File: src/rtl/cpu_pkg.sv
// Shared definitions for the multi-cycle sequencer: opcodes, FSM states and
// the EXEC-cycle strobe decode.
package cpu_pkg;

  localparam logic [3:0] OP_ADD  = 4'h0;
  localparam logic [3:0] OP_SUB  = 4'h1;
  localparam logic [3:0] OP_AND  = 4'h2;
  localparam logic [3:0] OP_OR   = 4'h3;
  localparam logic [3:0] OP_XOR  = 4'h4;
  localparam logic [3:0] OP_NOT  = 4'h5;
  localparam logic [3:0] OP_SHL  = 4'h6;
  localparam logic [3:0] OP_SHR  = 4'h7;
  localparam logic [3:0] OP_MOV  = 4'h8;
  localparam logic [3:0] OP_LDI  = 4'h9;
  localparam logic [3:0] OP_LDR  = 4'hA;
  localparam logic [3:0] OP_STR  = 4'hB;
  localparam logic [3:0] OP_JMP  = 4'hC;
  localparam logic [3:0] OP_JZ   = 4'hD;
  localparam logic [3:0] OP_CALL = 4'hE;
  localparam logic [3:0] OP_SYS  = 4'hF;

  localparam logic [7:0] RET_INSN = 8'hF0;

  typedef enum logic [2:0] {IDLE, FETCH, FETCH_OP, EXEC, HALT} state_t;

  typedef struct packed {
    logic reg_we;
    logic mem_we;
    logic use_imm;
    logic mem_to_reg;
  } ctl_t;

  function automatic logic has_operand(input logic [3:0] op);
    return (op >= OP_LDI) && (op <= OP_CALL);
  endfunction

  // ALU ops, LDI and LDR all write back; only STR touches data memory.
  function automatic ctl_t decode(input logic [3:0] op);
    ctl_t c;
    c            = '0;
    c.reg_we     = (op <= OP_LDR);
    c.mem_we     = (op == OP_STR);
    c.use_imm    = (op == OP_LDI);
    c.mem_to_reg = (op == OP_LDR);
    return c;
  endfunction

endpackage

File: src/rtl/ctrl_sequencer_if.sv
// Instruction-fetch handshake between the sequencer (master) and instruction
// memory (slave); memory may stretch a request with any number of wait cycles.
interface ctrl_sequencer_if #(parameter int ADDR_W = 8);
  logic              imem_req;
  logic [ADDR_W-1:0] imem_addr;
  logic              imem_ack;
  logic [7:0]        imem_data;

  modport master (output imem_req, imem_addr, input  imem_ack, imem_data);
  modport slave  (input  imem_req, imem_addr, output imem_ack, imem_data);
endinterface

File: src/rtl/ctrl_sequencer_ret_stack.sv
// Return-address LIFO. Push into a full stack or pop from an empty one is
// ignored here; the sequencer turns those cases into a fault.
module ret_stack #(
  parameter int DEPTH = 4,
  parameter int W     = 8
) (
  input  logic         clk,
  input  logic         reset,
  input  logic         push,
  input  logic         pop,
  input  logic [W-1:0] din,
  output logic [W-1:0] dout,
  output logic         full,
  output logic         empty
);
  localparam int SP_W = $clog2(DEPTH + 1);

  logic [SP_W-1:0] sp;
  logic [SP_W-1:0] top;
  logic [W-1:0]    mem [2**SP_W];

  assign full  = (sp == SP_W'(DEPTH));
  assign empty = (sp == '0);
  assign top   = sp - 1'b1;
  assign dout  = mem[top];

  always_ff @(posedge clk or negedge reset) begin
    if (!reset)                 sp <= '0;
    else if (push && !full)     sp <= sp + 1'b1;
    else if (pop && !empty)     sp <= sp - 1'b1;
  end

  always_ff @(posedge clk) begin
    if (push && !full) mem[sp] <= din;
  end

endmodule

File: src/rtl/ctrl_sequencer.sv
// Multi-cycle fetch/decode/execute sequencer: owns the PC, the fetch handshake,
// the return stack and HALT; emits one-cycle datapath strobes in EXEC.
module ctrl_sequencer
  import cpu_pkg::*;
#(
  parameter int DATA_W      = 4,
  parameter int ADDR_W      = 8,
  parameter int REG_SEL_W   = 2,
  parameter int STACK_DEPTH = 4
) (
  input  logic                 clk,
  input  logic                 reset,
  ctrl_sequencer_if.master     imem,
  input  logic [DATA_W-1:0]    src_data,
  output logic [3:0]           alu_op,
  output logic [REG_SEL_W-1:0] dest_reg,
  output logic [REG_SEL_W-1:0] source_reg,
  output logic [DATA_W-1:0]    immediate,
  output logic                 use_immediate,
  output logic                 reg_we,
  output logic                 mem_we,
  output logic [ADDR_W-1:0]    mem_addr,
  output logic                 mem_to_reg,
  output logic [ADDR_W-1:0]    pc,
  output logic                 halted,
  output logic                 stack_err
);
  state_t            state;
  logic [7:0]        ir, opnd;
  ctl_t              ctl;
  logic              req;
  logic              is_call, is_ret;
  logic              stk_push, stk_pop, stk_full, stk_empty;
  logic [ADDR_W-1:0] stk_dout;

  assign is_call  = (ir[7:4] == OP_CALL);
  assign is_ret   = (ir == RET_INSN);
  assign stk_push = (state == EXEC) && is_call && !stk_full;
  assign stk_pop  = (state == EXEC) && is_ret && !stk_empty;

  ret_stack #(.DEPTH(STACK_DEPTH), .W(ADDR_W)) u_stack (
    .clk   (clk),
    .reset (reset),
    .push  (stk_push),
    .pop   (stk_pop),
    .din   (pc),
    .dout  (stk_dout),
    .full  (stk_full),
    .empty (stk_empty)
  );

  // Strobes are computed one state ahead so they are registered and appear
  // only for the single EXEC cycle.
  always_ff @(posedge clk or negedge reset) begin
    if (!reset) begin
      state     <= IDLE;
      pc        <= '0;
      ir        <= '0;
      opnd      <= '0;
      ctl       <= '0;
      req       <= 1'b0;
      halted    <= 1'b0;
      stack_err <= 1'b0;
    end else begin
      case (state)
        IDLE: begin
          state <= FETCH;
          req   <= 1'b1;
        end
        FETCH: if (imem.imem_ack) begin
          ir <= imem.imem_data;
          pc <= pc + 1'b1;
          if (has_operand(imem.imem_data[7:4])) begin
            state <= FETCH_OP;
          end else begin
            state <= EXEC;
            req   <= 1'b0;
            ctl   <= decode(imem.imem_data[7:4]);
          end
        end
        FETCH_OP: if (imem.imem_ack) begin
          opnd  <= imem.imem_data;
          pc    <= pc + 1'b1;
          state <= EXEC;
          req   <= 1'b0;
          ctl   <= decode(ir[7:4]);
        end
        EXEC: begin
          ctl   <= '0;
          state <= FETCH;
          req   <= 1'b1;
          case (ir[7:4])
            OP_JMP: pc <= opnd[ADDR_W-1:0];
            OP_JZ:  if (src_data == '0) pc <= opnd[ADDR_W-1:0];
            OP_CALL: begin
              if (stk_full) begin
                state     <= HALT;
                req       <= 1'b0;
                halted    <= 1'b1;
                stack_err <= 1'b1;
              end else begin
                pc <= opnd[ADDR_W-1:0];
              end
            end
            OP_SYS: begin
              if (is_ret && !stk_empty) begin
                pc <= stk_dout;
              end else begin
                state  <= HALT;
                req    <= 1'b0;
                halted <= 1'b1;
                if (is_ret) stack_err <= 1'b1;
              end
            end
            default: ;
          endcase
        end
        HALT: ;
        default: state <= IDLE;
      endcase
    end
  end

  assign imem.imem_req  = req;
  assign imem.imem_addr = pc;

  assign alu_op        = ir[7:4];
  assign dest_reg      = REG_SEL_W'(ir[3:2]);
  assign source_reg    = REG_SEL_W'(ir[1:0]);
  assign immediate     = opnd[DATA_W-1:0];
  assign mem_addr      = opnd[ADDR_W-1:0];
  assign reg_we        = ctl.reg_we;
  assign mem_we        = ctl.mem_we;
  assign use_immediate = ctl.use_imm;
  assign mem_to_reg    = ctl.mem_to_reg;

endmodule

File: src/flat_wrapper.sv
// flat-port wrapper written by rule: the top's interface ports become plain ports
module ctrl_sequencer_flat import cpu_pkg::*;
#(
  parameter int DATA_W      = 4,
  parameter int ADDR_W      = 8,
  parameter int REG_SEL_W   = 2,
  parameter int STACK_DEPTH = 4
)
  (clk, reset, src_data, alu_op, dest_reg, source_reg, immediate, use_immediate, reg_we, mem_we, mem_addr, mem_to_reg, pc, halted, stack_err, imem_imem_req, imem_imem_addr, imem_imem_ack, imem_imem_data);
  ctrl_sequencer_if #(.ADDR_W(ADDR_W)) imem_i ();
  input  logic clk;
  input  logic reset;
  input  logic [DATA_W-1:0] src_data;
  output logic [3:0] alu_op;
  output logic [REG_SEL_W-1:0] dest_reg;
  output logic [REG_SEL_W-1:0] source_reg;
  output logic [DATA_W-1:0] immediate;
  output logic use_immediate;
  output logic reg_we;
  output logic mem_we;
  output logic [ADDR_W-1:0] mem_addr;
  output logic mem_to_reg;
  output logic [ADDR_W-1:0] pc;
  output logic halted;
  output logic stack_err;
  output wire logic [$bits(imem_i.imem_req)-1:0] imem_imem_req;
  output wire logic [$bits(imem_i.imem_addr)-1:0] imem_imem_addr;
  input wire logic [$bits(imem_i.imem_ack)-1:0] imem_imem_ack;
  input wire logic [$bits(imem_i.imem_data)-1:0] imem_imem_data;
  assign imem_imem_req = imem_i.imem_req;
  assign imem_imem_addr = imem_i.imem_addr;
  assign imem_i.imem_ack = imem_imem_ack;
  assign imem_i.imem_data = imem_imem_data;
  ctrl_sequencer #(.DATA_W(DATA_W), .ADDR_W(ADDR_W), .REG_SEL_W(REG_SEL_W), .STACK_DEPTH(STACK_DEPTH)) u_core (.clk(clk), .reset(reset), .imem(imem_i), .src_data(src_data), .alu_op(alu_op), .dest_reg(dest_reg), .source_reg(source_reg), .immediate(immediate), .use_immediate(use_immediate), .reg_we(reg_we), .mem_we(mem_we), .mem_addr(mem_addr), .mem_to_reg(mem_to_reg), .pc(pc), .halted(halted), .stack_err(stack_err));
endmodule
File: config.mk
export PLATFORM = sky130hd
export DESIGN_NAME = ctrl_sequencer_flat
export DESIGN_NICKNAME = d
export VERILOG_FILES = /design/src/rtl/cpu_pkg.sv /design/src/rtl/ctrl_sequencer_if.sv /design/src/rtl/ctrl_sequencer_ret_stack.sv /design/src/rtl/ctrl_sequencer.sv /design/src/flat_wrapper.sv
export SDC_FILE = /design/constraint.sdc
export NUM_CORES = 1
export LEC_CHECK = 0
export ABC_AREA = 1
export BUFFER_PORTS_ARGS = -buffer_cell sky130_fd_sc_hd__buf_2
export CAP_MARGIN = 10
export CORE_MARGIN = 2
export CORE_UTILIZATION = 35
export CTS_CLUSTER_DIAMETER = 80
export DETAILED_ROUTE_END_ITERATION = 16
export GPL_TIMING_DRIVEN = 0
export MAX_ROUTING_LAYER = met4
export PLACE_DENSITY = 0.54
export SYNTH_ARGS = -nofsm -noshare
export SYNTH_HDL_FRONTEND = slang
export SYNTH_SLANG_ARGS = --single-unit
File: constraint.sdc
create_clock -name clk -period 5 [get_ports clk]
set_input_delay 0.5 -clock clk [delete_from_list [all_inputs] [get_ports clk]]
set_output_delay 0.5 -clock clk [all_outputs]
set_load 0.01 [all_outputs]
# [After elaboration in Yosys (flattened, before gate mapping)]
# Memories as Yosys holds them, arrays and structs flattened.
# Cells that the tools add are included.
[word_totals] inputBits=15 word_cells=109 output_inout_bits=43 ff_bits=37 mem_count=1 ramBits=64
[memory_table] memory="u_core.u_stack.mem" words=8 word_bits=8 read_ports=1 rd_clocked_by_memory_dff=0 write_ports=1 line_no="ctrl_sequencer_ret_stack.sv:20" rtl="logic [W-1:0] mem [2**SP_W];"
[classes] addsub=3 order_cmp=4 n_mux=34 reduce_logical=27 bitwise=1 n_eq_ne=27
[op_table] cell="$eq 4x4->1 const B" n=10
[op_table] cell="$mux 8" n=4
[op_table] cell="$pmux 8 s4" n=1
[op_table] cell="$mux 3" n=6
[op_table] cell="$pmux 8 s2" n=1
[op_table] cell="$pmux 3 s5" n=1
[op_table] cell="$le 4x4->1 const B" n=3
[op_table] cell="$mux 1" n=12
[op_table] cell="$mux 4" n=3
[op_table] cell="$pmux 4 s3" n=1
[op_table] cell="$reduce_and 4->1" n=3
[op_table] cell="$ne 2x2->1 const B" n=5
[op_table] cell="$ne 3x3->1 const B" n=3
[op_table] cell="$add 8x1->8 const B" n=1
[op_table] cell="$eq 8x8->1 const B" n=1
[op_table] cell="$logic_and 1x1->1" n=8
[op_table] cell="$eq 3x2->1 const B" n=2
[op_table] cell="$eq 3x3->1 const B" n=2
[op_table] cell="$logic_not 3->1" n=2
[op_table] cell="$pmux 1 s2" n=3
[op_table] cell="$pmux 3 s2" n=1
[op_table] cell="$reduce_and 6->1" n=1
[op_table] cell="$reduce_bool 2->1" n=3
[op_table] cell="$ne 5x4->1 const B" n=1
[op_table] cell="other kinds (15)" n=18

# [Logic depth before layout (Yosys ltp)]
# Gate-level depths: netlist of the first run.
[logic_depth] depth_word=6 ltp_mapped=14

# [Modules after synthesis]
# A second synthesis of the first run with hierarchy kept.
[hier_totals] hier_cells=631 area_unflattened_um2=5231.3
[modules_own_cells] module="ret_stack" seq_area_each_um2=1996.9 instances=1 cells_per_inst=330 area_per_inst_um2=3173.0
[modules_own_cells] module="ctrl_sequencer" seq_area_each_um2=850.8 instances=1 cells_per_inst=301 area_per_inst_um2=2058.2

# [Least setup slack after synthesis of the first run]
# No wires, ideal clock.
[synth_timing] path_kind="register to register" startpoint="reg u_core.u_stack.sp[0]" endpoint="mem u_core.u_stack.mem[0][0], enable pin" slack_ns=2.649 setup_time_ns=0.383 required_ns=4.617 stages_incl_launch_ff=10 arrival_ns=1.968 period_less_slack_ns=2.351 path_cell_list="dfrtp_1 -> buf_2 -> inv_2 -> buf_2 -> ha_1 -> nand2_1 -> nand2_1 -> nor2_4 -> nand2_1 -> nor3_1"
[synth_via] elab_chain_len=6
[synth_lines] item="start, declared" line_no="ctrl_sequencer_ret_stack.sv:18" rtl="logic [SP_W-1:0] sp;"
[synth_lines] item="start signal, assigned" line_no="ctrl_sequencer_ret_stack.sv:29" rtl="else if (push && !full) sp <= sp + 1'b1;"
[synth_lines] item="start signal, assigned" line_no="ctrl_sequencer_ret_stack.sv:30" rtl="else if (pop && !empty) sp <= sp - 1'b1;"
[synth_lines] item="$eq 3x3->1" line_no="ctrl_sequencer_ret_stack.sv:22" rtl="assign full = (sp == SP_W'(DEPTH));"
[synth_lines] item="$logic_not 1->1" line_no="ctrl_sequencer_ret_stack.sv:34, ctrl_sequencer.sv:38"
[synth_lines] item="$logic_and 1x1->1" line_no="ctrl_sequencer.sv:38" rtl="assign stk_push = (state == EXEC) && is_call && !stk_full;"
[synth_lines] item="$logic_and 1x1->1" line_no="ctrl_sequencer_ret_stack.sv:34" rtl="if (push && !full) mem[sp] <= din;"
[synth_lines] item="$mux 1" line_no="ctrl_sequencer_ret_stack.sv:34"
[synth_lines] item="$mux 1 (implied by the code)" line_no="ctrl_sequencer_ret_stack.sv:34"
[synth_lines] item="end, declared" line_no="ctrl_sequencer_ret_stack.sv:20"
# Parallel ways exist; a longest one is shown, timed or not.

# [Final worst setup path of the first run]
[layout_timing] startpoint="reg u_core.u_stack.sp[0]" endpoint="mem u_core.u_stack.mem[3][0], enable pin"
# The elaborated chain is that of the path after synthesis.

==> results of run 1 <==
[logic make-up after synthesis]
| logic type | share of synthesized area, % |
|---|---|
| simple gates | 23.0 |
| fa+ha+maj | 1.04 |
| xor+xnor | 1.41 |
| buf+inv | 7.16 |
| flops | 59.3 |
| compound gates | 8.10 |
[cells in the final DEF, fill, tap and decap left out, types with 2 or more instances in the layout]
cell and n:
a21oi_1 9, nand3_1 45, dfrtp_1 37, buf_2 69, clkinv_4 2, o32ai_1 3
o21ai_0 46, nor2_4 2, nor2_2 2, nand2_1 131, inv_2 4, inv_1 33
nor2_1 62, xor2_1 3, nand2_2 2, buf_4 14, a21oi_2 3, or2_2 2
clkbuf_16 9, ha_1 4, o211ai_1 2, nor3_2 5, nor3_1 6, buf_6 3
nor3b_1 2, clkbuf_1 2, edfxtp_1 64
[worst reg2reg max path: cells and delay by family (launching register included)]
kind          cells  cell delay (ps)
simple gates      5             1180
flops             1              370
buf+inv           4              840
fa+ha+maj         1              270
[how the worst min path moves through the flow]
| stage | start | end | cells after the start |
|---|---|---|---|
| 6_report | reset | u_core.use_immediate$_DFFE_PN0P_ | 1 |
| 5_1_grt | reset | u_core.use_immediate$_DFFE_PN0P_ | 1 |
| 4_1_cts | reset | u_core.mem_we$_DFFE_PN0P_ | 1 |
| 3_5_place_dp | u_core.halted$_DFFE_PN0P_ | u_core.halted$_DFFE_PN0P_ | 1 |
| 3_3_place_gp | u_core.halted$_DFFE_PN0P_ | u_core.halted$_DFFE_PN0P_ | 1 |
| 2_1_floorplan | reset | u_core.halted$_DFFE_PN0P_ | 0 |
[routing by layer]
layer / routed length, um / vias up / track usage (%)
li1: - / 1838 / -
met1: 5360 / 1813 / 22.4
met2: 6070 / 108 / 30.3
met3: 592 / 17 / 3.52
met4: 185 / 0 / 5.82
met5: 0 / - / -
[through the flow]
step / hold slack, ps / power [W] / cell area [um2] / std cells / utilization (%)
3_3_place_gp: 453 / 0.00269 / 5310 / 740 / 39.9
2_1_floorplan: 204 / 0.00221 / 4800 / 507 / -
6_report: 252 / 0.00340 / 5650 / 759 / 42.5
3_5_place_dp: 463 / 0.00272 / 5340 / 741 / 40.2
5_1_grt: 320 / 0.00365 / 5650 / 759 / 42.5
4_1_cts: 290 / 0.00343 / 5640 / 757 / 42.4
[final cells by class]
| type | instances | area [um2] | share of cell area [%] |
|---|---|---|---|
| Timing Repair Buffer | 60 | 303 | 5.36 |
| Clock buffer | 10 | 229 | 4.05 |
| Clock inverter | 6 | 71.3 | 1.26 |
| Inverter | 39 | 154 | 2.72 |
| Multi-Input combinational cell | 339 | 1640 | 28.9 |
| Sequential cell | 101 | 2850 | 50.4 |
| Tap cell | 176 | 220 | 3.90 |
| Buffer | 28 | 190 | 3.37 |
[power groups by stage]
stage          Sequential (W)  Combinational [W]  Clock (W)
2_1_floorplan         0.00131           0.000899          0
3_3_place_gp          0.00133            0.00136          0
3_5_place_dp          0.00134            0.00137          0
4_1_cts               0.00132            0.00138   0.000725
5_1_grt               0.00136            0.00153   0.000759
6_report              0.00132            0.00137   0.000711
==> results.md, run 1 <==
- Clk pwr share: a little over a fifth
- Worst Setup SP: u_core.u_stack.sp[0]$_DFFE_PN0P_
- Area grow syn2layout: 17.7%
- Pre-antenna DRT Iters: 5
- Core area: roughly 13,000 um2
- Diode count: 0
- H-tree levels: 3
- Worst Path Arrival: 3000 ps
- Number of global-route vias before repair: roughly 3.7k
- Worst skew pair latency: approximately 340 ps
- Slew Limit Fails: 0
- Fin. Hold Viols: 0
- Final min period: slightly below 3000 ps
- WL/cell: between 15 and 20 um
- Unrepaired setup endpoints after global routing: no
- Worst path most repeated cell: nand2_1
- Worst path slowest cell: nor3_1
- NetSw: roughly 0.0014 W
- Cell taking the most area after synthesis: edfxtp_1
- Top_reg_cell synth: edfxtp_1
- Cell internal pwr: 0.00201 W
- Synthesis warning total: 0
- Rows: 42
- Sequential Power Share: between 30% and 40%
- WP buf/inv: 4
- CTS tree: done
- Count leader, synth: nand2_1
- R2R Path End: u_core.u_stack.mem[3][0]$_DFFE_PP_
- Crit. End Element: flop
- CTS resizes: 0
- Slew margin rel.: 39.8%
- Ys async rst share: ~37%
- CTS sink count: roughly 100
- CP delay by family, top: simple AND/OR/NAND/NOR gates
- Pre-CTS setup slack: roughly 1800 ps
- HP Class: input port to asynchronous set/reset pin
- Nets@finish: 597
- Setup TNS: 0 ps
- CP Data Required Time: ~5000 ps
- WL final: 12.2 mm
- Drt initial violations: 306
- Post-synth top cells: nand2_1 (131), edfxtp_1 (64), nor2_1 (62)
- Post-Syn Nets: between 500 and 600
- Gpl congestion: approximately 0.85
- Critical path depth: 10
- Num CTS Buffers: 9
- Share of the synthesized area in the top cell type: between 40% and 50%
- Biggest register: u_core.u_stack.mem
- Worst path max stage delay: around 590 ps
- Skew final: 4.87 ps
- Antenna-violating nets left: 0
- Setup-failing EPs final: 0
- Die width: approximately 120 um
- Clock root cell: clkbuf_16
- Vias/cell: 4.97
- R2r startpoint: u_core.u_stack.sp[0]$_DFFE_PN0P_
- Largest net degree at the start of global routing: 38
- Part of the Yosys area used for sequential elements: about three fifths
- Fillers: around 1.3k
- Max clock buf depth: 2
- Synth Instances: about 500
- PnR worst setup slack: around 2100 ps
- Peak VDD IR: between 0.2 and 0.3 mV
- Ports: just under 60
- Via count: around 3.8k
- Die H: ~120 um
- Detail Placement HPWL: 8.52 mm
- Fin crit share: roughly three fifths
- GRT Util Overall: between 10% and 20%
- Status: finished, final reports clean
- DRC viols: 0
- Antenna violations before repair: 0
- Register bit count reported by yosys: a little over 100
- Critical path cell sequence: buf_2, inv_2, buf_2, ha_1, nand2_1, nand2_1, nor2_4, nand2_1, nor3_1, clkbuf_2
- PortBufs: 57
- Clock slew at reported path FFs: ~70 ps
- Max FFs per register: 64
- LEAKAGE: 2.48 nW
- Synthesized area per cell: around 9.5 um2
- Post-CTS setup buffers: 0
- Starting Density: between 30% and 40%
- R2R Setup Slk: just over 2000 ps
- Hold-fix buffers at CTS: 0
- Synth unique cells: 36
- Layout cells sized above 1: about 22%
- Crit Path Class: flop to flop
- Actual slew at the worst max-slew pin: roughly 900 ps
- R2R depth: 10
- Peak fanout along the critical path: 11
- Post-synthesis cell area: 4800 um2
- Fmax achieved: roughly 340 MHz
- First-pass GRT wire length: between 15 and 20 mm
- Area contributors post-synth: edfxtp_1 (40%), dfrtp_1 (19%), nand2_1 (10%)
- Worst Setup Start Kind: flop
- Combinational share of power: between 40% and 50%
- Critical Path Sink: u_core.u_stack.mem[3][0]$_DFFE_PP_
- Max Cap Violations: 0
- Number of synthesized flops with an enable pin: 64
- Die area: approximately 15,000 um2
- Net Sw Frac: 40.9%
- Power Dens Cells: 602 nW/um2
- GRT overflow: 0
(Power assumes the default switching activity.)
==> inputs of run 2 (changes only) <==
==> constraint.sdc (replaced) <==
create_clock -name clk -period 2.9 [get_ports clk]
set_input_delay 0.29 -clock clk [delete_from_list [all_inputs] [get_ports clk]]
set_output_delay 0.29 -clock clk [all_outputs]
set_load 0.01 [all_outputs]
==> run 2 against run 1 <==
Utilization increased by 0.53 points. Global-route usage increased by 0.095 points. Final cell count unchanged. Design area increased by 1.2%. Sequential cell count unchanged. Critical path depth decreased by 1. Power increased by 74%. Worst hold slack got worse by 210 ps. Die area unchanged. Critical path type unchanged. Highest routed layer unchanged.
==> results.md, run 2 (synthesis results as in run 1) <==
- Status: finished, final reports clean
- Worst Setup SP: u_core.u_stack.sp[0]$_DFFE_PN0P_
- Area grow syn2layout: 19.1%
- Die width: 121 um (unchanged)
- Slew Limit Fails: 0 (unchanged)
- PortBufs: 57 (unchanged)
- Unrepaired setup endpoints after global routing: yes
- LEAKAGE: 2.50 nW (+0.92%)
- Rows: 42 (unchanged)
- Actual slew at the worst max-slew pin: 839 ps (-58.8 ps)
- HP Class: input port to asynchronous set/reset pin
- WL final: 12.3 mm (+0.70%)
- Worst Path Arrival: 2800 ps (-200 ps)
- Gpl congestion: 0.854 (unchanged)
- Diode count: 0 (unchanged)
- Ports: 58 (unchanged)
- Crit. End Element: flop
- Antenna violations before repair: 0 (unchanged)
- Number of global-route vias before repair: 3,765 (+0.56%)
- Final min period: 2820 ps (-126 ps)
- Num CTS Buffers: 9 (unchanged)
- Largest net degree at the start of global routing: 38 (unchanged)
- Most common cell after layout, fill and taps aside: nand2_1
- H-tree levels: 3 (unchanged)
- GRT overflow: 0 (unchanged)
- Core area: 13,300 um2 (unchanged)
- Die area: 14,700 um2 (unchanged)
- Fmax achieved: 354 MHz (+4.5%)
- Worst Setup Start Kind: flop
- DRC viols: 0 (unchanged)
- Max Cap Violations: 0 (unchanged)
- Clock root cell: clkbuf_16
- Pre-antenna DRT Iters: 5 (unchanged)
- Commonest non-fill, non-tap cells in the layout: nand2_1 (131), buf_2 (68), edfxtp_1 (64)
- Starting Density: 36.1% (unchanged)
- Nets@finish: 597 (unchanged)
- Skew final: 5.95 ps (+1.08 ps)
- CTS sink count: 101 (unchanged)
- Drt initial violations: 333 (+8.8%)
- GRT Util Overall: 18.2% (+0.095 points)
- Layout cells sized above 1: 22.8% (+0.51 points)
- Slew margin rel.: 44.1% (+4.2 points)
- Peak VDD IR: 0.479 mV (+74%)
- Power Dens Cells: 1030 nW/um2 (+71%)
- Final Util: 43.0% (+0.53 points)
- CP Data Required Time: 2880 ps (-2170 ps)
- Vias/cell: 5.00 (+0.58%)
- Final Cell Area: 5720 um2 (+1.2%)
- R2r startpoint: u_core.u_stack.sp[0]$_DFFE_PN0P_
- Crit Path Class: flop to flop
- Via count: 3,798 (+0.58%)
- Clock slew at reported path FFs: 70 ps (about the same)
- Fin crit share: 97.3% (+38 points)
- WL/cell: 16.2 um (+0.70%)
- Detail Placement HPWL: 8.52 mm (unchanged)
- Setup-failing EPs final: 0 (unchanged)
- Tot Pwr: 0.00590 W (+74%)
- Max clock buf depth: 2 (unchanged)
- Fin. Hold Viols: 0 (unchanged)
- Biggest register: u_core.u_stack.mem
- Worst skew pair latency: 350 ps (about the same)
- Peak fanout along the critical path: 11 (unchanged)
- Antenna-violating nets left: 0 (unchanged)
- Placed Area: 5340 um2 (unchanged)
- First-pass GRT wire length: 19.8 mm (+0.63%)
- CTS tree: done
- Max FFs per register: 64 (unchanged)
- Die H: 121 um (unchanged)
## run 2: report_power, final
part           switching, W  internal (W)  total [W]
clock              0.000554      0.000679    0.00123
sequential         0.000396       0.00189    0.00228
combinational       0.00149      0.000899    0.00238
## run 2: worst paths after layout
kind / slack, ps / cells past startpoint / end
hold / removal: 40 / 1 / u_core.use_immediate$_DFFE_PN0P_
min in group clk: 220 / 3 / u_core.mem_addr[1]$_DFFE_PN0P_
setup / recovery: 80 / 9 / u_core.u_stack.mem[6][2]$_DFFE_PP_
hold reg to reg: 480 / 1 / u_core.halted$_DFFE_PN0P_
max in group asynchronous: 2320 / 1 / u_core.imem.imem_addr[1]$_DFFE_PN0P_
setup reg to reg: 80 / 9 / u_core.u_stack.mem[6][2]$_DFFE_PP_
## run 2: per-layer routing
metal | GRT usage (%) | up-vias | wire length (um)
met5 | - | - | 0
met4 | 5.82 | 0 | 188
met3 | 3.52 | 14 | 637
met2 | 30.5 | 119 | 6160
met1 | 22.5 | 1830 | 5310
li1 | - | 1835 | -
## run 2: layout make-up
cell class                 instances  area (um2)
buffer                            28         190
clock inverter                     6        71.3
sequential                       101        2850
inverter                          39         154
tap                              176         220
timing repair buffer              60         333
clock buffer                      10         229
fill                            1304        7570
multi-input combinational        339        1680
## run 2: stage by stage
step | hold slack, ps | std cells | setup slack, ps | TNS [ps]
6_report | 42.8 | 759 | 77.1 | 0
3_5_place_dp | 452 | 741 | -308 | -4770
3_3_place_gp | 440 | 740 | -431 | -21380
4_1_cts | 79.6 | 757 | -10.3 | -62.8
5_1_grt | 110 | 759 | -192 | -4240
2_1_floorplan | -5.59 | 507 | 549 | 0
## run 2: timing repair
item	4_1_cts	5_1_grt
hold endpoints to repair	0	0
hold buffers	0	0
setup endpoints to repair	29	53
setup buffers	0	2
resized for setup	5	2
pin swaps	0	2
## run 2: worst max-delay path, cell delays in order (launching register included)
cell	delay, ps
dfrtp_1	370
buf_2	210
inv_2	110
buf_2	220
ha_1	270
nand2_1	110
nand2_1	140
nor2_4	170
nand2_1	170
nor3_2	670
==> inputs of run 3 (changes only) <==
--- a/config.mk
+++ b/config.mk
@@ -8,7 +8,6 @@
 export ABC_AREA = 1
 export BUFFER_PORTS_ARGS = -buffer_cell sky130_fd_sc_hd__buf_2
 export CAP_MARGIN = 10
-export CORE_MARGIN = 2
 export CORE_UTILIZATION = 35
 export CTS_CLUSTER_DIAMETER = 80
 export DETAILED_ROUTE_END_ITERATION = 16
==> run 3 against run 2 <==
The run now ends with setup timing left. Global-route usage increased by 0.33 points. First-iteration DRC count is 16% lower. Clock-buffer cell count grew 1. Critical endpoint is now u_core.u_stack.mem[3][7]$_DFFE_PP_. Critical path type unchanged. Final cell count up 0.26%. Fmax is 4.2% lower. Non-clock buffer count increased by 2. Critical path depth grew 1. Wire length is 1.4% lower. Clock skew rose by 0.91 ps. Via count down 2.9%. Power down 2.2%. Sequential share of layout area rose by 0.60 points.
==> results.md, run 3 (synthesis results as in run 1) <==
- Peak VDD IR: 0.539 mV (+13%)
- Max Cap Violations: 0 (unchanged)
- Placed instance count: 745 (+0.54%)
- Ports: 58 (unchanged)
- Slew margin rel.: 38.8% (-5.2 points)
- CP Data Required Time: 2960 ps (+80 ps)
- Number of global-route vias before repair: 3,566 (-5.3%)
- CTS sink count: 101 (unchanged)
- Most common cell after layout, fill and taps aside: nand2_1
- Core area: 13,300 um2 (unchanged)
- Layout cells sized above 1: 22.4% (-0.42 points)
- R2r startpoint: u_core.u_stack.sp[0]$_DFFE_PN0P_
- WL final: 12.1 mm (-1.4%)
- Antenna-violating nets left: 0 (unchanged)
- Gr busiest metal: met2
- Vias/cell: 4.85 (-3.2%)
- Slew Limit Fails: 0 (unchanged)
- Non-Filler Instances: 761 (+0.26%)
- Met2 usage: 30.3% (-0.21 points)
- Fmax achieved: 339 MHz (-4.2%)
- Cell internal pwr: 0.00337 W (-2.7%)
- Peak fanout along the critical path: 11 (unchanged)
- GRT Util Overall: 18.6% (+0.33 points)
- R2R Setup Slk: -50 ps (-120 ps)
- Starting Density: 36.1% (unchanged)
- DRC viols: 0 (unchanged)
- Rows: 42 (unchanged)
- Pre-antenna DRT Iters: 4 (-1)
- PortBufs: 57 (unchanged)
- CTS tree: done
- Worst skew pair latency: 350 ps (about the same)
- Status: finished with violations
- Actual slew at the worst max-slew pin: 913 ps (+73.7 ps)
- LEAKAGE: 2.49 nW (-0.60%)
- Commonest non-fill, non-tap cells in the layout: nand2_1 (131), buf_2 (69), edfxtp_1 (64)
- Die area: 14,200 um2 (-3.3%)
- HP Class: input port to asynchronous set/reset pin
- Crit. End Element: flop
- Nets@finish: 599 (+0.34%)
- Clk pwr share: 19.5% (-1.4 points)
- Power Dens Cells: 1020 nW/um2 (-0.99%)
- Setup-failing EPs final: 9 (+9)
- Clock slew at reported path FFs: 70 ps (about the same)
- H-tree levels: 3 (unchanged)
- First-pass GRT wire length: 19.2 mm (-2.7%)
- Sequential Power Share: 39.6% (+0.9 points)
- Drt initial violations: 280 (-16%)
- Max FFs per register: 64 (unchanged)
- WL/cell: 15.9 um (-1.7%)
- Largest net degree at the start of global routing: 38 (unchanged)
- Worst Path Arrival: 3010 ps (+210 ps)
- Clock root cell: clkbuf_16
- Crit Path Class: flop to flop
- Critical Path Sink: u_core.u_stack.mem[3][7]$_DFFE_PP_
- Detail Placement HPWL: 8.56 mm (+0.51%)
- R2R Path End: u_core.u_stack.mem[3][7]$_DFFE_PP_
- Net Sw Frac: 41.6% (+0.33 points)
- Fillers: 1,319 (+1.2%)
- GRT overflow: 0 (unchanged)
- Fin. Hold Viols: 0 (unchanged)
- Unrepaired setup endpoints after global routing: yes
- Setup TNS: -362 ps (-362 ps)
- Die H: 119 um (-1.7%)
- Max clock buf depth: 2 (unchanged)
- Final min period: 2950 ps (+123 ps)
- Worst Setup Start Kind: flop
- Num CTS Buffers: 9 (unchanged)
- Biggest register: u_core.u_stack.mem
- Met1 Track Usage GR: 23.3% (+0.89 points)
- Met3 Usage GRT: 4.79% (+1.3 points)
- R2R depth: 10 (+1)
- Diode count: 0 (unchanged)
- Skew final: 6.86 ps (+0.910 ps)
- Worst Setup SP: u_core.u_stack.sp[0]$_DFFE_PN0P_
- Die width: 119 um (-1.7%)
- Fin crit share: 102% (+4.2 points)
- Gpl congestion: 0.889 (+4.1%)
- Area grow syn2layout: 17.7%
- Failing checks: setup timing
- Pre-CTS setup slack: -42.9 ps (+265 ps)
- Via count: 3,688 (-2.9%)
- NetSw: 0.00240 W (-1.4%)
- Antenna violations before repair: 0 (unchanged)
- PnR worst setup slack: -45.5 ps (-123 ps)
- Combinational share of power: 40.9% (+0.5 points)
- Hold-fix buffers at CTS: 0 (unchanged)
-- run 3: critical path, stage by stage, from the launching register on --
cell     delay [ps]
dfrtp_1         350
buf_2           210
inv_2           110
buf_2           220
ha_1            260
nand2_1         120
nand2_1         150
nor2_4          180
nand2_1         150
nor3_1          610
buf_4           280
-- run 3: per-layer routing --
| metal | share of wire, % | routed length, um | up-vias |
|---|---|---|---|
| li1 | - | - | 1828 |
| met1 | 46 | 5590 | 1750 |
| met2 | 48 | 5770 | 102 |
| met3 | 5.2 | 636 | 8 |
| met4 | 1.0 | 121 | 0 |
| met5 | 0 | 0 | - |
-- run 3: metrics by stage --
| step | hold WS [ps] | total power, W | utilization (%) | area (um2) |
|---|---|---|---|---|
| 6_report | 54.1 | 0.00577 | 42.5 | 5650 |
| 5_1_grt | 108 | 0.00618 | 42.5 | 5650 |
| 4_1_cts | 82.5 | 0.00582 | 42.3 | 5630 |
| 3_5_place_dp | 457 | 0.00469 | 40.3 | 5360 |
| 3_3_place_gp | 439 | 0.00464 | 39.9 | 5310 |
| 2_1_floorplan | -5.59 | 0.00381 | - | 4800 |
-- run 3: worst min-delay path by stage --
stage	from	end
5_1_grt	reset	u_core.state[1]$_DFFE_PN0P_
2_1_floorplan	reset	u_core.halted$_DFFE_PN0P_
6_report	reset	u_core.reg_we$_DFFE_PN0P_
3_5_place_dp	reset	u_core.use_immediate$_DFFE_PN0P_
3_3_place_gp	reset	u_core.reg_we$_DFFE_PN0P_
4_1_cts	reset	u_core.use_immediate$_DFFE_PN0P_
-- run 3: final cells by class --
| class | count | area [um2] | area share, % |
|---|---|---|---|
| buffer | 28 | 190 | 3.36 |
| clock buffer | 11 | 233 | 4.12 |
| clock inverter | 5 | 35.0 | 0.620 |
| inverter | 39 | 154 | 2.72 |
| multi-input combinational | 339 | 1650 | 29.2 |
| sequential | 101 | 2850 | 50.4 |
| tap | 176 | 220 | 3.90 |
| timing repair buffer | 62 | 320 | 5.67 |
-- run 3: timing repair --
action,CTS,global route
gates resized for setup,1,4
buffers inserted,0,0
endpoints found under the hold margin,0,0
setup endpoints to repair,14,50
-- run 3: power groups by stage --
stage                     combinational [W]  sequential (W)  clock (W)
after floorplan                     0.00155         0.00226          0
after global placement              0.00234         0.00230          0
after detailed placement            0.00238         0.00231          0
after CTS                           0.00239         0.00228    0.00115
after global routing                0.00265         0.00233    0.00120
final                               0.00236         0.00229    0.00112
